===== config.mk =====
export PLATFORM = sky130hd
export DESIGN_NAME = ctx_mem_arbiter_flat
export DESIGN_NICKNAME = d
export VERILOG_FILES = /design/src/rtl/ctx_mem_arbiter_pkg.sv /design/src/rtl/ctx_mem_arbiter_if.sv /design/src/rtl/ctx_mem_tag_fifo.sv /design/src/rtl/ctx_mem_arbiter.sv /design/src/flat_wrapper.sv
export SDC_FILE = /design/constraint.sdc
export NUM_CORES = 1
export LEC_CHECK = 0
export ABC_AREA = 0
export CORE_AREA = 3 3 120 122
export DETAILED_ROUTE_END_ITERATION = 12
export DIE_AREA = 0 0 123 125
export GPL_TIMING_DRIVEN = 1
export PLACE_DENSITY = 0.72
export SYNTH_ARGS = -nofsm -noshare
export SYNTH_HDL_FRONTEND = slang
export SYNTH_SLANG_ARGS = --single-unit

===== constraint.sdc =====
create_clock -name clk_i -period 2.7 [get_ports clk_i]
set_clock_uncertainty 0.05 [all_clocks]
set_input_delay 0.81 -clock clk_i [delete_from_list [all_inputs] [get_ports clk_i]]
set_output_delay 0.81 -clock clk_i [all_outputs]
set_load 0.01 [all_outputs]

===== src/rtl/ctx_mem_arbiter_pkg.sv =====
// rtl/ctx_mem_arbiter_pkg.sv - shared types for the core/context data-memory arbiter
package ctx_mem_arb_pkg;

  typedef enum logic {SRC_CORE = 1'b0, SRC_CTX = 1'b1} src_e;

  typedef struct packed {
    src_e src;
    logic is_read;
  } rsp_tag_t;

  typedef enum logic {IDLE = 1'b0, LOCKED = 1'b1} arb_state_e;

  localparam logic [3:0] CTX_BE = 4'hF;

endpackage


===== src/rtl/ctx_mem_arbiter_if.sv =====
// rtl/ctx_mem_arbiter_if.sv - core, context-engine and data-memory OBI signal bundle
interface ctx_mem_arbiter_if #(parameter int MAX_OUTSTANDING = 4);

  logic        core_req_i;
  logic        core_gnt_o;
  logic        core_we_i;
  logic [3:0]  core_be_i;
  logic [31:0] core_addr_i;
  logic [31:0] core_wdata_i;
  logic        core_rvalid_o;
  logic [31:0] core_rdata_o;
  logic        ctx_valid_i;
  logic        ctx_ready_o;
  logic        ctx_we_i;
  logic [31:0] ctx_addr_i;
  logic [31:0] ctx_wdata_i;
  logic        ctx_rvalid_o;
  logic [31:0] ctx_rdata_o;
  logic        data_req_o;
  logic        data_gnt_i;
  logic        data_rvalid_i;
  logic        data_we_o;
  logic [3:0]  data_be_o;
  logic [31:0] data_addr_o;
  logic [31:0] data_wdata_o;
  logic [31:0] data_rdata_i;
  logic [$clog2(MAX_OUTSTANDING):0] outstanding_o;
  logic        err_o;

  modport slave (
    input  core_req_i, core_we_i, core_be_i, core_addr_i, core_wdata_i,
    input  ctx_valid_i, ctx_we_i, ctx_addr_i, ctx_wdata_i,
    input  data_gnt_i, data_rvalid_i, data_rdata_i,
    output core_gnt_o, core_rvalid_o, core_rdata_o,
    output ctx_ready_o, ctx_rvalid_o, ctx_rdata_o,
    output data_req_o, data_we_o, data_be_o, data_addr_o, data_wdata_o,
    output outstanding_o, err_o
  );

  modport master (
    output core_req_i, core_we_i, core_be_i, core_addr_i, core_wdata_i,
    output ctx_valid_i, ctx_we_i, ctx_addr_i, ctx_wdata_i,
    output data_gnt_i, data_rvalid_i, data_rdata_i,
    input  core_gnt_o, core_rvalid_o, core_rdata_o,
    input  ctx_ready_o, ctx_rvalid_o, ctx_rdata_o,
    input  data_req_o, data_we_o, data_be_o, data_addr_o, data_wdata_o,
    input  outstanding_o, err_o
  );

endinterface


===== src/rtl/ctx_mem_tag_fifo.sv =====
// rtl/ctx_mem_tag_fifo.sv - in-order FIFO of response-routing tags
module ctx_mem_tag_fifo
  import ctx_mem_arb_pkg::*;
#(
  parameter int DEPTH = 4,
  localparam int AW = $clog2(DEPTH),
  localparam int CW = AW + 1
) (
  input  logic          clk_i,
  input  logic          rst_i,
  input  logic          push,
  input  rsp_tag_t      push_data,
  input  logic          pop,
  output rsp_tag_t      head,
  output logic          full,
  output logic          empty,
  output logic [CW-1:0] count
);

  rsp_tag_t        mem [DEPTH];
  logic [AW-1:0]   wr_ptr;
  logic [AW-1:0]   rd_ptr;
  logic            do_push;
  logic            do_pop;

  assign full    = (count == CW'(DEPTH));
  assign empty   = (count == '0);
  assign do_push = push && !full;
  assign do_pop  = pop && !empty;
  assign head    = mem[rd_ptr];

  always_ff @(posedge clk_i) begin
    if (rst_i) begin
      wr_ptr <= '0;
      rd_ptr <= '0;
      count  <= '0;
    end else begin
      if (do_push) begin
        mem[wr_ptr] <= push_data;
        wr_ptr      <= wr_ptr + 1'b1;
      end
      if (do_pop) begin
        rd_ptr <= rd_ptr + 1'b1;
      end
      count <= count + CW'(do_push) - CW'(do_pop);
    end
  end

endmodule


===== src/rtl/ctx_mem_arbiter.sv =====
// rtl/ctx_mem_arbiter.sv - shares the data-memory OBI port between core LSU and context engine
module ctx_mem_arbiter
  import ctx_mem_arb_pkg::*;
#(
  parameter int MAX_OUTSTANDING = 4,
  parameter int STARVE_LIMIT    = 8,
  parameter int RSP_REG         = 1
) (
  input logic              clk_i,
  input logic              rst_i,
  ctx_mem_arbiter_if.slave bus
);

  localparam int CW = $clog2(MAX_OUTSTANDING) + 1;
  localparam int SW = $clog2(STARVE_LIMIT + 1);
  localparam logic [SW-1:0] STARVE_MAX = SW'(STARVE_LIMIT);

  arb_state_e     state;
  src_e           owner;
  src_e           cur_src;
  logic           req_active;
  logic           handshake;
  logic [SW-1:0]  starve_cnt;
  logic           starved;
  logic           fifo_full;
  logic           fifo_empty;
  logic [CW-1:0]  fifo_count;
  rsp_tag_t       push_tag;
  rsp_tag_t       head;
  logic           rsp_valid;
  logic [31:0]    rsp_data;
  logic           pop;
  logic           err;

  assign starved = (starve_cnt == STARVE_MAX);

  // A held (LOCKED) address phase always wins; a new one never starts into a full FIFO.
  always_comb begin
    cur_src    = SRC_CORE;
    req_active = 1'b0;
    if (state == LOCKED) begin
      cur_src    = owner;
      req_active = 1'b1;
    end else if (!fifo_full) begin
      if (bus.core_req_i && !starved) begin
        cur_src    = SRC_CORE;
        req_active = 1'b1;
      end else if (bus.ctx_valid_i) begin
        cur_src    = SRC_CTX;
        req_active = 1'b1;
      end else if (bus.core_req_i) begin
        cur_src    = SRC_CORE;
        req_active = 1'b1;
      end
    end
  end

  assign handshake        = req_active && bus.data_gnt_i;
  assign bus.data_req_o   = req_active;
  assign bus.data_we_o    = req_active && ((cur_src == SRC_CTX) ? bus.ctx_we_i : bus.core_we_i);
  assign bus.data_be_o    = !req_active ? 4'h0 : ((cur_src == SRC_CTX) ? CTX_BE : bus.core_be_i);
  assign bus.data_addr_o  = !req_active ? 32'h0 : ((cur_src == SRC_CTX) ? bus.ctx_addr_i : bus.core_addr_i);
  assign bus.data_wdata_o = !req_active ? 32'h0 : ((cur_src == SRC_CTX) ? bus.ctx_wdata_i : bus.core_wdata_i);
  assign bus.core_gnt_o   = handshake && (cur_src == SRC_CORE);
  assign bus.ctx_ready_o  = handshake && (cur_src == SRC_CTX);

  assign push_tag.src     = cur_src;
  assign push_tag.is_read = !bus.data_we_o;

  always_ff @(posedge clk_i) begin
    if (rst_i) begin
      state <= IDLE;
      owner <= SRC_CORE;
    end else if (state == IDLE) begin
      if (req_active && !bus.data_gnt_i) begin
        state <= LOCKED;
        owner <= cur_src;
      end
    end else if (bus.data_gnt_i) begin
      state <= IDLE;
    end
  end

  always_ff @(posedge clk_i) begin
    if (rst_i || !bus.ctx_valid_i || bus.ctx_ready_o) begin
      starve_cnt <= '0;
    end else if (!starved) begin
      starve_cnt <= starve_cnt + 1'b1;
    end
  end

  generate
    if (RSP_REG != 0) begin : g_rsp_reg
      always_ff @(posedge clk_i) begin
        if (rst_i) begin
          rsp_valid <= 1'b0;
          rsp_data  <= '0;
        end else begin
          rsp_valid <= bus.data_rvalid_i;
          rsp_data  <= bus.data_rdata_i;
        end
      end
    end else begin : g_rsp_comb
      assign rsp_valid = bus.data_rvalid_i;
      assign rsp_data  = bus.data_rdata_i;
    end
  endgenerate

  ctx_mem_tag_fifo #(.DEPTH(MAX_OUTSTANDING)) u_tag_fifo (
    .clk_i     (clk_i),
    .rst_i     (rst_i),
    .push      (handshake),
    .push_data (push_tag),
    .pop       (pop),
    .head      (head),
    .full      (fifo_full),
    .empty     (fifo_empty),
    .count     (fifo_count)
  );

  // Responses with nothing outstanding are swallowed and flagged, never forwarded.
  assign pop = rsp_valid && !fifo_empty;

  always_ff @(posedge clk_i) begin
    if (rst_i) begin
      err <= 1'b0;
    end else if (rsp_valid && fifo_empty) begin
      err <= 1'b1;
    end
  end

  assign bus.core_rvalid_o = pop && (head.src == SRC_CORE);
  assign bus.ctx_rvalid_o  = pop && (head.src == SRC_CTX) && head.is_read;
  assign bus.core_rdata_o  = rsp_data;
  assign bus.ctx_rdata_o   = rsp_data;
  assign bus.outstanding_o = fifo_count;
  assign bus.err_o         = err;

endmodule


===== src/flat_wrapper.sv =====
// flat-port wrapper written by rule: the top's interface ports become plain ports
module ctx_mem_arbiter_flat import ctx_mem_arb_pkg::*;
#(
  parameter int MAX_OUTSTANDING = 4,
  parameter int STARVE_LIMIT    = 8,
  parameter int RSP_REG         = 1
)
  (clk_i, rst_i, bus_core_req_i, bus_core_we_i, bus_core_be_i, bus_core_addr_i, bus_core_wdata_i, bus_ctx_valid_i, bus_ctx_we_i, bus_ctx_addr_i, bus_ctx_wdata_i, bus_data_gnt_i, bus_data_rvalid_i, bus_data_rdata_i, bus_core_gnt_o, bus_core_rvalid_o, bus_core_rdata_o, bus_ctx_ready_o, bus_ctx_rvalid_o, bus_ctx_rdata_o, bus_data_req_o, bus_data_we_o, bus_data_be_o, bus_data_addr_o, bus_data_wdata_o, bus_outstanding_o, bus_err_o);
  ctx_mem_arbiter_if #(.MAX_OUTSTANDING(MAX_OUTSTANDING)) bus_i ();
  input logic clk_i;
  input logic rst_i;
  input wire logic [$bits(bus_i.core_req_i)-1:0] bus_core_req_i;
  input wire logic [$bits(bus_i.core_we_i)-1:0] bus_core_we_i;
  input wire logic [$bits(bus_i.core_be_i)-1:0] bus_core_be_i;
  input wire logic [$bits(bus_i.core_addr_i)-1:0] bus_core_addr_i;
  input wire logic [$bits(bus_i.core_wdata_i)-1:0] bus_core_wdata_i;
  input wire logic [$bits(bus_i.ctx_valid_i)-1:0] bus_ctx_valid_i;
  input wire logic [$bits(bus_i.ctx_we_i)-1:0] bus_ctx_we_i;
  input wire logic [$bits(bus_i.ctx_addr_i)-1:0] bus_ctx_addr_i;
  input wire logic [$bits(bus_i.ctx_wdata_i)-1:0] bus_ctx_wdata_i;
  input wire logic [$bits(bus_i.data_gnt_i)-1:0] bus_data_gnt_i;
  input wire logic [$bits(bus_i.data_rvalid_i)-1:0] bus_data_rvalid_i;
  input wire logic [$bits(bus_i.data_rdata_i)-1:0] bus_data_rdata_i;
  output wire logic [$bits(bus_i.core_gnt_o)-1:0] bus_core_gnt_o;
  output wire logic [$bits(bus_i.core_rvalid_o)-1:0] bus_core_rvalid_o;
  output wire logic [$bits(bus_i.core_rdata_o)-1:0] bus_core_rdata_o;
  output wire logic [$bits(bus_i.ctx_ready_o)-1:0] bus_ctx_ready_o;
  output wire logic [$bits(bus_i.ctx_rvalid_o)-1:0] bus_ctx_rvalid_o;
  output wire logic [$bits(bus_i.ctx_rdata_o)-1:0] bus_ctx_rdata_o;
  output wire logic [$bits(bus_i.data_req_o)-1:0] bus_data_req_o;
  output wire logic [$bits(bus_i.data_we_o)-1:0] bus_data_we_o;
  output wire logic [$bits(bus_i.data_be_o)-1:0] bus_data_be_o;
  output wire logic [$bits(bus_i.data_addr_o)-1:0] bus_data_addr_o;
  output wire logic [$bits(bus_i.data_wdata_o)-1:0] bus_data_wdata_o;
  output wire logic [$bits(bus_i.outstanding_o)-1:0] bus_outstanding_o;
  output wire logic [$bits(bus_i.err_o)-1:0] bus_err_o;
  assign bus_i.core_req_i = bus_core_req_i;
  assign bus_i.core_we_i = bus_core_we_i;
  assign bus_i.core_be_i = bus_core_be_i;
  assign bus_i.core_addr_i = bus_core_addr_i;
  assign bus_i.core_wdata_i = bus_core_wdata_i;
  assign bus_i.ctx_valid_i = bus_ctx_valid_i;
  assign bus_i.ctx_we_i = bus_ctx_we_i;
  assign bus_i.ctx_addr_i = bus_ctx_addr_i;
  assign bus_i.ctx_wdata_i = bus_ctx_wdata_i;
  assign bus_i.data_gnt_i = bus_data_gnt_i;
  assign bus_i.data_rvalid_i = bus_data_rvalid_i;
  assign bus_i.data_rdata_i = bus_data_rdata_i;
  assign bus_core_gnt_o = bus_i.core_gnt_o;
  assign bus_core_rvalid_o = bus_i.core_rvalid_o;
  assign bus_core_rdata_o = bus_i.core_rdata_o;
  assign bus_ctx_ready_o = bus_i.ctx_ready_o;
  assign bus_ctx_rvalid_o = bus_i.ctx_rvalid_o;
  assign bus_ctx_rdata_o = bus_i.ctx_rdata_o;
  assign bus_data_req_o = bus_i.data_req_o;
  assign bus_data_we_o = bus_i.data_we_o;
  assign bus_data_be_o = bus_i.data_be_o;
  assign bus_data_addr_o = bus_i.data_addr_o;
  assign bus_data_wdata_o = bus_i.data_wdata_o;
  assign bus_outstanding_o = bus_i.outstanding_o;
  assign bus_err_o = bus_i.err_o;
  ctx_mem_arbiter #(.MAX_OUTSTANDING(MAX_OUTSTANDING), .STARVE_LIMIT(STARVE_LIMIT), .RSP_REG(RSP_REG)) u_core (.clk_i(clk_i), .rst_i(rst_i), .bus(bus_i));
endmodule

# Word level (Yosys, flattened, before mapping)
# Memory sizes are Yosys's and may differ from the RTL's. A register that Yosys moved wholly into a read port is not among the register bits.
# Cells that the tools add are included.
# totals
wordCells,67
mem_count,1
ff_bits,47
latchBits,0
ram_bits,8
mem_bits_ro,0
in_bits,172
# classes
addsub,5
shifts,0
n_div,0
eq_ne,2
n_mul,0
reduce_logical,23
n_lt_le_gt_ge,0
n_bitwise,3
muxes,24
# mem_list
name,words,width,rd,rd_ports_with_merged_regs,write_ports,line_no,rtl
u_core.u_tag_fifo.mem,4,2,1,1,1,ctx_mem_tag_fifo.sv:20,rsp_tag_t mem [DEPTH];
# op_table
op,count
two-way mux 32 bit,4
two-way mux 1 bit,16
logical AND 1 bit,13
two-way mux 4 bit,2
zero test 1 bit,6
adder 2 x 1 -> 2 bit (second input constant),2
adder 4 x 1 -> 4 bit (second input constant),1
equality test 4 bit (second input constant),1
two-way mux 2 bit,2
adder 3 x 1 -> 3 bit,1
equality test 3 bit (second input constant),1
zero test 3 bit,1
NOT 1 bit,3
subtractor 3 x 1 -> 3 bit,1
logical OR 1 bit,2
AND reduction 2 bit,1

# Depth between registers and ports, before layout
# Gate-level depths: netlist (run 1).
# logic_depth
word_depth,11
mapped_depth,10
ltp_nobuf,10

# Modules after synthesis
# From an unflattened synthesis (run 1), not the netlist that was laid out.
# unflattened
hier_cells,432
hier_area_um2,3718.6
# by_module_without_submodules
mod,seq_area_each_um2,area_per_inst_um2,n_inst,cells_each
ctx_mem_arbiter,800.8,2946.6,1,371
ctx_mem_tag_fifo,420.4,772.0,1,61

# Least setup slack after synthesis (run 1)
# OpenSTA, ideal clock, no wires.
# synth_path
kind,input to register
startpoint,input bus_core_req_i
endpoint,register u_core.u_tag_fifo.count[2]
arrival_ns,2.626
n_path_buf,0
slack_ns,-0.104
cell_stages,10
path_cell_list,or2_2 -> o211ai_1 -> ha_1 -> inv_1 -> ha_1 -> inv_1 -> fa_1 -> xor2_1 -> xnor2_1 -> nor2_1
# synth_between
elab_chain_cells,9
# synth_rtl
item,line_no,rtl
from (decl),flat_wrapper.sv:12,input wire logic [$bits(bus_i.core_req_i)-1:0] bus_core_req_i;
two-way mux 1 bit,ctx_mem_arbiter.sv:51,end else if (bus.core_req_i) begin
two-way mux 1 bit,ctx_mem_arbiter.sv:48,end else if (bus.ctx_valid_i) begin
two-way mux 1 bit (*),ctx_mem_arbiter.sv:45,if (bus.core_req_i && !starved) begin
two-way mux 1 bit (*),ctx_mem_arbiter.sv:44,end else if (!fifo_full) begin
two-way mux 1 bit (*),ctx_mem_arbiter.sv:41,if (state == LOCKED) begin
logical AND 1 bit (*),ctx_mem_arbiter.sv:58,assign handshake = req_active && bus.data_gnt_i;
logical AND 1 bit (*),ctx_mem_tag_fifo.sv:28,assign do_push = push && !full;
adder 3 x 1 -> 3 bit (*),ctx_mem_tag_fifo.sv:45,count <= count + CW'(do_push) - CW'(do_pop);
subtractor 3 x 1 -> 3 bit (*),ctx_mem_tag_fifo.sv:45,
to (signal assigned),ctx_mem_tag_fifo.sv:45,
to (decl),ctx_mem_tag_fifo.sv:17,output logic [CW-1:0] count
# Mark *: on every way between the ends. The rest lies on a longest branch, timed or not.
# A chain may end at the register's enable or synchronous reset.

# Worst setup path after layout (run 1)
# layout_path
startpoint,input bus_core_req_i
endpoint,output bus_data_addr_o[4]
# layout_between
elab_chain_cells,6
# layout_rtl
item,line_no,rtl
two-way mux 1 bit or logical AND 1 bit (tied branches),"ctx_mem_arbiter.sv:51, ctx_mem_arbiter.sv:45",
two-way mux 1 bit (on tied branches),"ctx_mem_arbiter.sv:48, ctx_mem_arbiter.sv:45",
two-way mux 1 bit (on tied branches),"ctx_mem_arbiter.sv:45, ctx_mem_arbiter.sv:44",
two-way mux 1 bit (on tied branches),"ctx_mem_arbiter.sv:44, ctx_mem_arbiter.sv:41",
two-way mux 1 bit or two-way mux 32 bit (tied branches),"ctx_mem_arbiter.sv:41, ctx_mem_arbiter.sv:62",
two-way mux 32 bit (*),ctx_mem_arbiter.sv:62,assign bus.data_addr_o = !req_active ? 32'h0 : ((cur_src == SRC_CTX) ? bus.ctx_addr_i : bus.core_addr_i);
to (decl),flat_wrapper.sv:33,output wire logic [$bits(bus_i.data_addr_o)-1:0] bus_data_addr_o;
# Marks and branches as above.

==> results of run 1 <==
-- cell type report --
| type | count | area [um^2] | area share (%) |
|---|---|---|---|
| inverter | 8 | 32.53 | 0.4414 |
| clock buffer | 10 | 229.0 | 3.106 |
| timing repair buffer | 375 | 3649 | 49.50 |
| tap | 176 | 220.2 | 2.988 |
| multi-input combinational | 298 | 1949 | 26.45 |
| sequential | 57 | 1224 | 16.60 |
| clock inverter | 6 | 67.56 | 0.9167 |
-- worst max path at each step --
stage,cells after the start,slack [ps],start,to
floorplan,10,-80,bus_core_req_i,u_core.u_tag_fifo.count[2]
global placement,7,-1180,bus_ctx_valid_i,bus_data_wdata_o[11]
detailed placement,7,-1190,bus_ctx_valid_i,bus_data_wdata_o[11]
CTS,12,-400,u_core.starve_cnt[1],bus_data_addr_o[7]
global route,12,-430,u_core.starve_cnt[0],bus_data_wdata_o[27]
finish,10,-370,bus_core_req_i,bus_data_addr_o[4]
-- cell usage in the layout, fill, tap and decap left out, drive strengths merged, types with 8 or more instances in the layout --
master         count
clkbuf            14
edfxtp             8
ha                 8
buf              132
nor2              13
nor2b             35
inv                9
clkdlybuf4s50    235
dfxtp             49
o21ai            128
nand2             67
-- kinds of logic (layout without fill, tap and decap cells) --
group	count (synthesis)	in the layout
flip-flops	57	57
AO/OA/AOI/OAI	144	144
buffers and inverters	74	399
XOR/XNOR	7	7
adder cells (fa/ha/maj)	9	9
AND/OR/NAND/NOR	134	134
multiplexers	4	4
-- report_power, final --
part	leakage, nW	internal [mW]	switching [mW]	total [mW]
sequential	0.479	0.941	0.0517	0.992
combinational	2.47	1.16	0.958	2.12
clock	0.139	0.715	0.374	1.09
-- sequential cells by signal (all words and copies together), names as in the netlist, named ones only --
signal and count:
u_core.u_tag_fifo.wr_ptr 2, u_core.bus.core_rdata_o 32, u_core.owner 1, u_core.state 1, u_core.u_tag_fifo.mem 8, u_core.u_tag_fifo.rd_ptr 2
u_core.u_tag_fifo.count 3, u_core.starve_cnt 4, u_core.bus.err_o 1, u_core.rsp_valid 1
-- critical path, delay by kind of cell --
kind                   cells  cell delay (ps)
buffers and inverters      7              940
AOI/OAI and AO/OA          2              430
and+or+nand+nor            1               40
-- routing by layer --
| metal | wire length [um] | GRT usage [%] | vias up |
|---|---|---|---|
| met1 | 5204 | 19.33 | 1991 |
| met4 | 454 | 5.928 | 0 |
| li1 | - | - | 2059 |
| met3 | 1790 | 6.820 | 29 |
| met2 | 8945 | 39.02 | 257 |
| met5 | 0 | 0 | - |
-- metrics by stage --
step	setup TNS [ps]	power, mW
after floorplan	-80.84	1.755
after global placement	-78520	2.885
after detailed placement	-80800	2.915
after CTS	-22860	4.132
after global routing	-24230	4.436
final	-20240	4.202
-- what timing repair did --
item                       CTS  global route
buffers inserted            14             4
setup endpoints to repair   76            71
gates resized for setup    431            55
hold buffers                 0             0
pin swaps                   27            20
gates cloned                 8             4
==> summary.txt, run 1 <==
Setup path
  • CP startpoint kind: input port
  • R2R setup slack: about 160 ps
  • Reg2Reg Depth: 12
  • Required time of the critical path: ~1800 ps
  • CP endpoint kind: primary output
  • Crit path largest cell delay: 380 ps
  • Cell with the largest stage delay on the worst path: sky130_fd_sc_hd__a2111oi_4
  • Maximum fanout encountered on the critical timing path: 7
  • R2R Path Start: u_core.u_tag_fifo.count[2]
  • Critical R2R Capture: u_core.u_tag_fifo.count[2]
  • Data arrival, critical path: approximately 2200 ps
  • Type of the worst setup path: in -> out
  • Cell Chain, Critical Path: buf_2, a2111oi_4, buf_6, nor2_4, inv_4, buf_6, buf_12, clkbuf_16, o21ai_2, buf_2

Logic synthesis
  • Register bit count reported by yosys: 57
  • Number of standard cells after synthesis: 429
  • Most used flip-flop cell after synthesis: sky130_fd_sc_hd__dfxtp_1
  • Mapped cell area: 0.003347 mm^2
  • Main area contributors after synthesis: sky130_fd_sc_hd__dfxtp_1, sky130_fd_sc_hd__o21ai_0, sky130_fd_sc_hd__buf_4
  • Area share of xor/xnor cells in the synthesized design: approximately 1.8%
  • Post-synthesis share of cell area spent on full adders, half adders and majority gates: around 3.6%
  • Share of synthesized area spent on multiplexers: 1.944%
  • Sequential element share of the synthesized area: 36.49%
  • Number of distinct library cells after synthesis: 43
  • Nets in the synthesized netlist: 610
  • Most frequently used cell type in the post-synthesis netlist: sky130_fd_sc_hd__o21ai_0
  • Compound-Gate Fraction of Synth Area: between 20% and 30%
  • Fraction of registers with async set/reset: 0%
  • Post-synth top area cell: sky130_fd_sc_hd__dfxtp_1
  • Average size of a mapped cell: ~8 um^2
  • Most frequent cells after synthesis: sky130_fd_sc_hd__o21ai_0, sky130_fd_sc_hd__nand2_1, sky130_fd_sc_hd__dfxtp_1
  • Share of the synthesized area in the top cell type: ~30%
  • Post-Synth Simple-Gate Area: 19.81%
  • Yosys warnings: 0
  • Count of flip-flops with a built-in enable after synthesis: 8
  • Largest family of logic cells by synthesized area: compound AO/OA/AOI/OAI gates

Die
  • Number of rows in the core area: between 40 and 50
  • DIE WIDTH: 123 um
  • Vertical extent of the die: between 100 and 150 um
  • Starting density of the core: between 20% and 30%
  • DIE AREA: around 0.015 mm^2
  • Area of the placeable core: approximately 0.013 mm^2
  • Top-Level Pins: ~310

Outcome
  • Violated checks: setup timing
  • Result of the run: finished with violations

Timing
  • Final hold slack: 445.4 ps
  • Final Hold Fails: 0
  • Final min period: between 3000 and 4000 ps
  • Post-route fraction of the period consumed by the critical path: 113.9%
  • RSZ-0062 raised after global routing: yes
  • Least setup slack across all paths after layout: -375.0 ps
  • Upper clock frequency limit: 0.3252 GHz
  • Rel. slew slack: 69.00%
  • Pins over their slew limit: 0
  • Tightest Pin Transition: between 400 and 500 ps
  • Number of failing setup endpoints in the final timing report: 71

Drt
  • Total DRC errors in the routed layout: 0
  • Number of detailed-routing iterations run before antenna repair: 7
  • Count of nets left with antenna violations after detail routing: 0
  • Routed wire length: 16.40 mm
  • Final routed wire length divided by cell count: around 18 um
  • Detailed-route via count: approximately 4.3k
  • Violation count after the first detailed-routing iteration: between 100 and 150
  • Via-per-instance ratio: 4.662

Cells and area
  • Number of antenna cells inserted: 0
  • Number of fill cells: 1,187
  • Area growth syn-to-layout: 120.2%
  • Layout cells sized above 1: just under 30%
  • Layout net count: 930
  • Final Instance Count excl. Fillers: slightly above 900
  • Post-route cell area: 0.007371 mm^2
  • Post-layout util: between 50% and 60%

CTS
  • Clock latency on the worst-skew pair: roughly 320 ps
  • Clock tree from TritonCTS: done
  • Clk slew on worst S/H paths: ~50 ps
  • Clock sink total: 57
  • Buffers from clock root to sink, at most: 2
  • H-tree levels: 3
  • Root Buffer: sky130_fd_sc_hd__clkbuf_16
  • Cts bufs inserted: 9

Global routing
  • Maximum number of pins on one net before global-route repair: 43
  • Tot GR Track Use: approximately 20%
  • Vias in the first global route: 4,336
  • Antenna violations before repair: 0
  • First-pass GRT wire length: around 24 mm
  • GR Overflow Total: 0

Power
  • Total leakage power: between 3 and 4 nW
  • Power density of the placed cells: ~570 mW/mm^2
  • Worst vdd ir: a little under 0.3 mV

Place
  • Post-detailed-placement cell area: approximately 0.0067 mm^2
  • Post-place setup slack: -1193 ps
  • I/O Buffers: between 300 and 400
  • Final weighted congestion in routability-driven placement: slightly below 0.9
  • Total half-perimeter wirelength after legalization and detailed placement: 12.18 mm
  • Dpl cells: between 800 and 900

Job
  • Count of max-cap constraint violations: 0

Hold path
  • Worst Hold Endpoint: u_core.bus.err_o
  • Depth of the worst hold-timing path: 2
  • Hold Crit Class: reg -> reg
  • Hold path startpoint: u_core.bus.err_o
(Power assumes the default switching activity.)
==> run 2, diff against run 1 <==
CTS_CLUSTER_SIZE = 8   (was default)
==> results of run 2 <==
The final DEF is identical to that of run 1; final timing and power are the same.
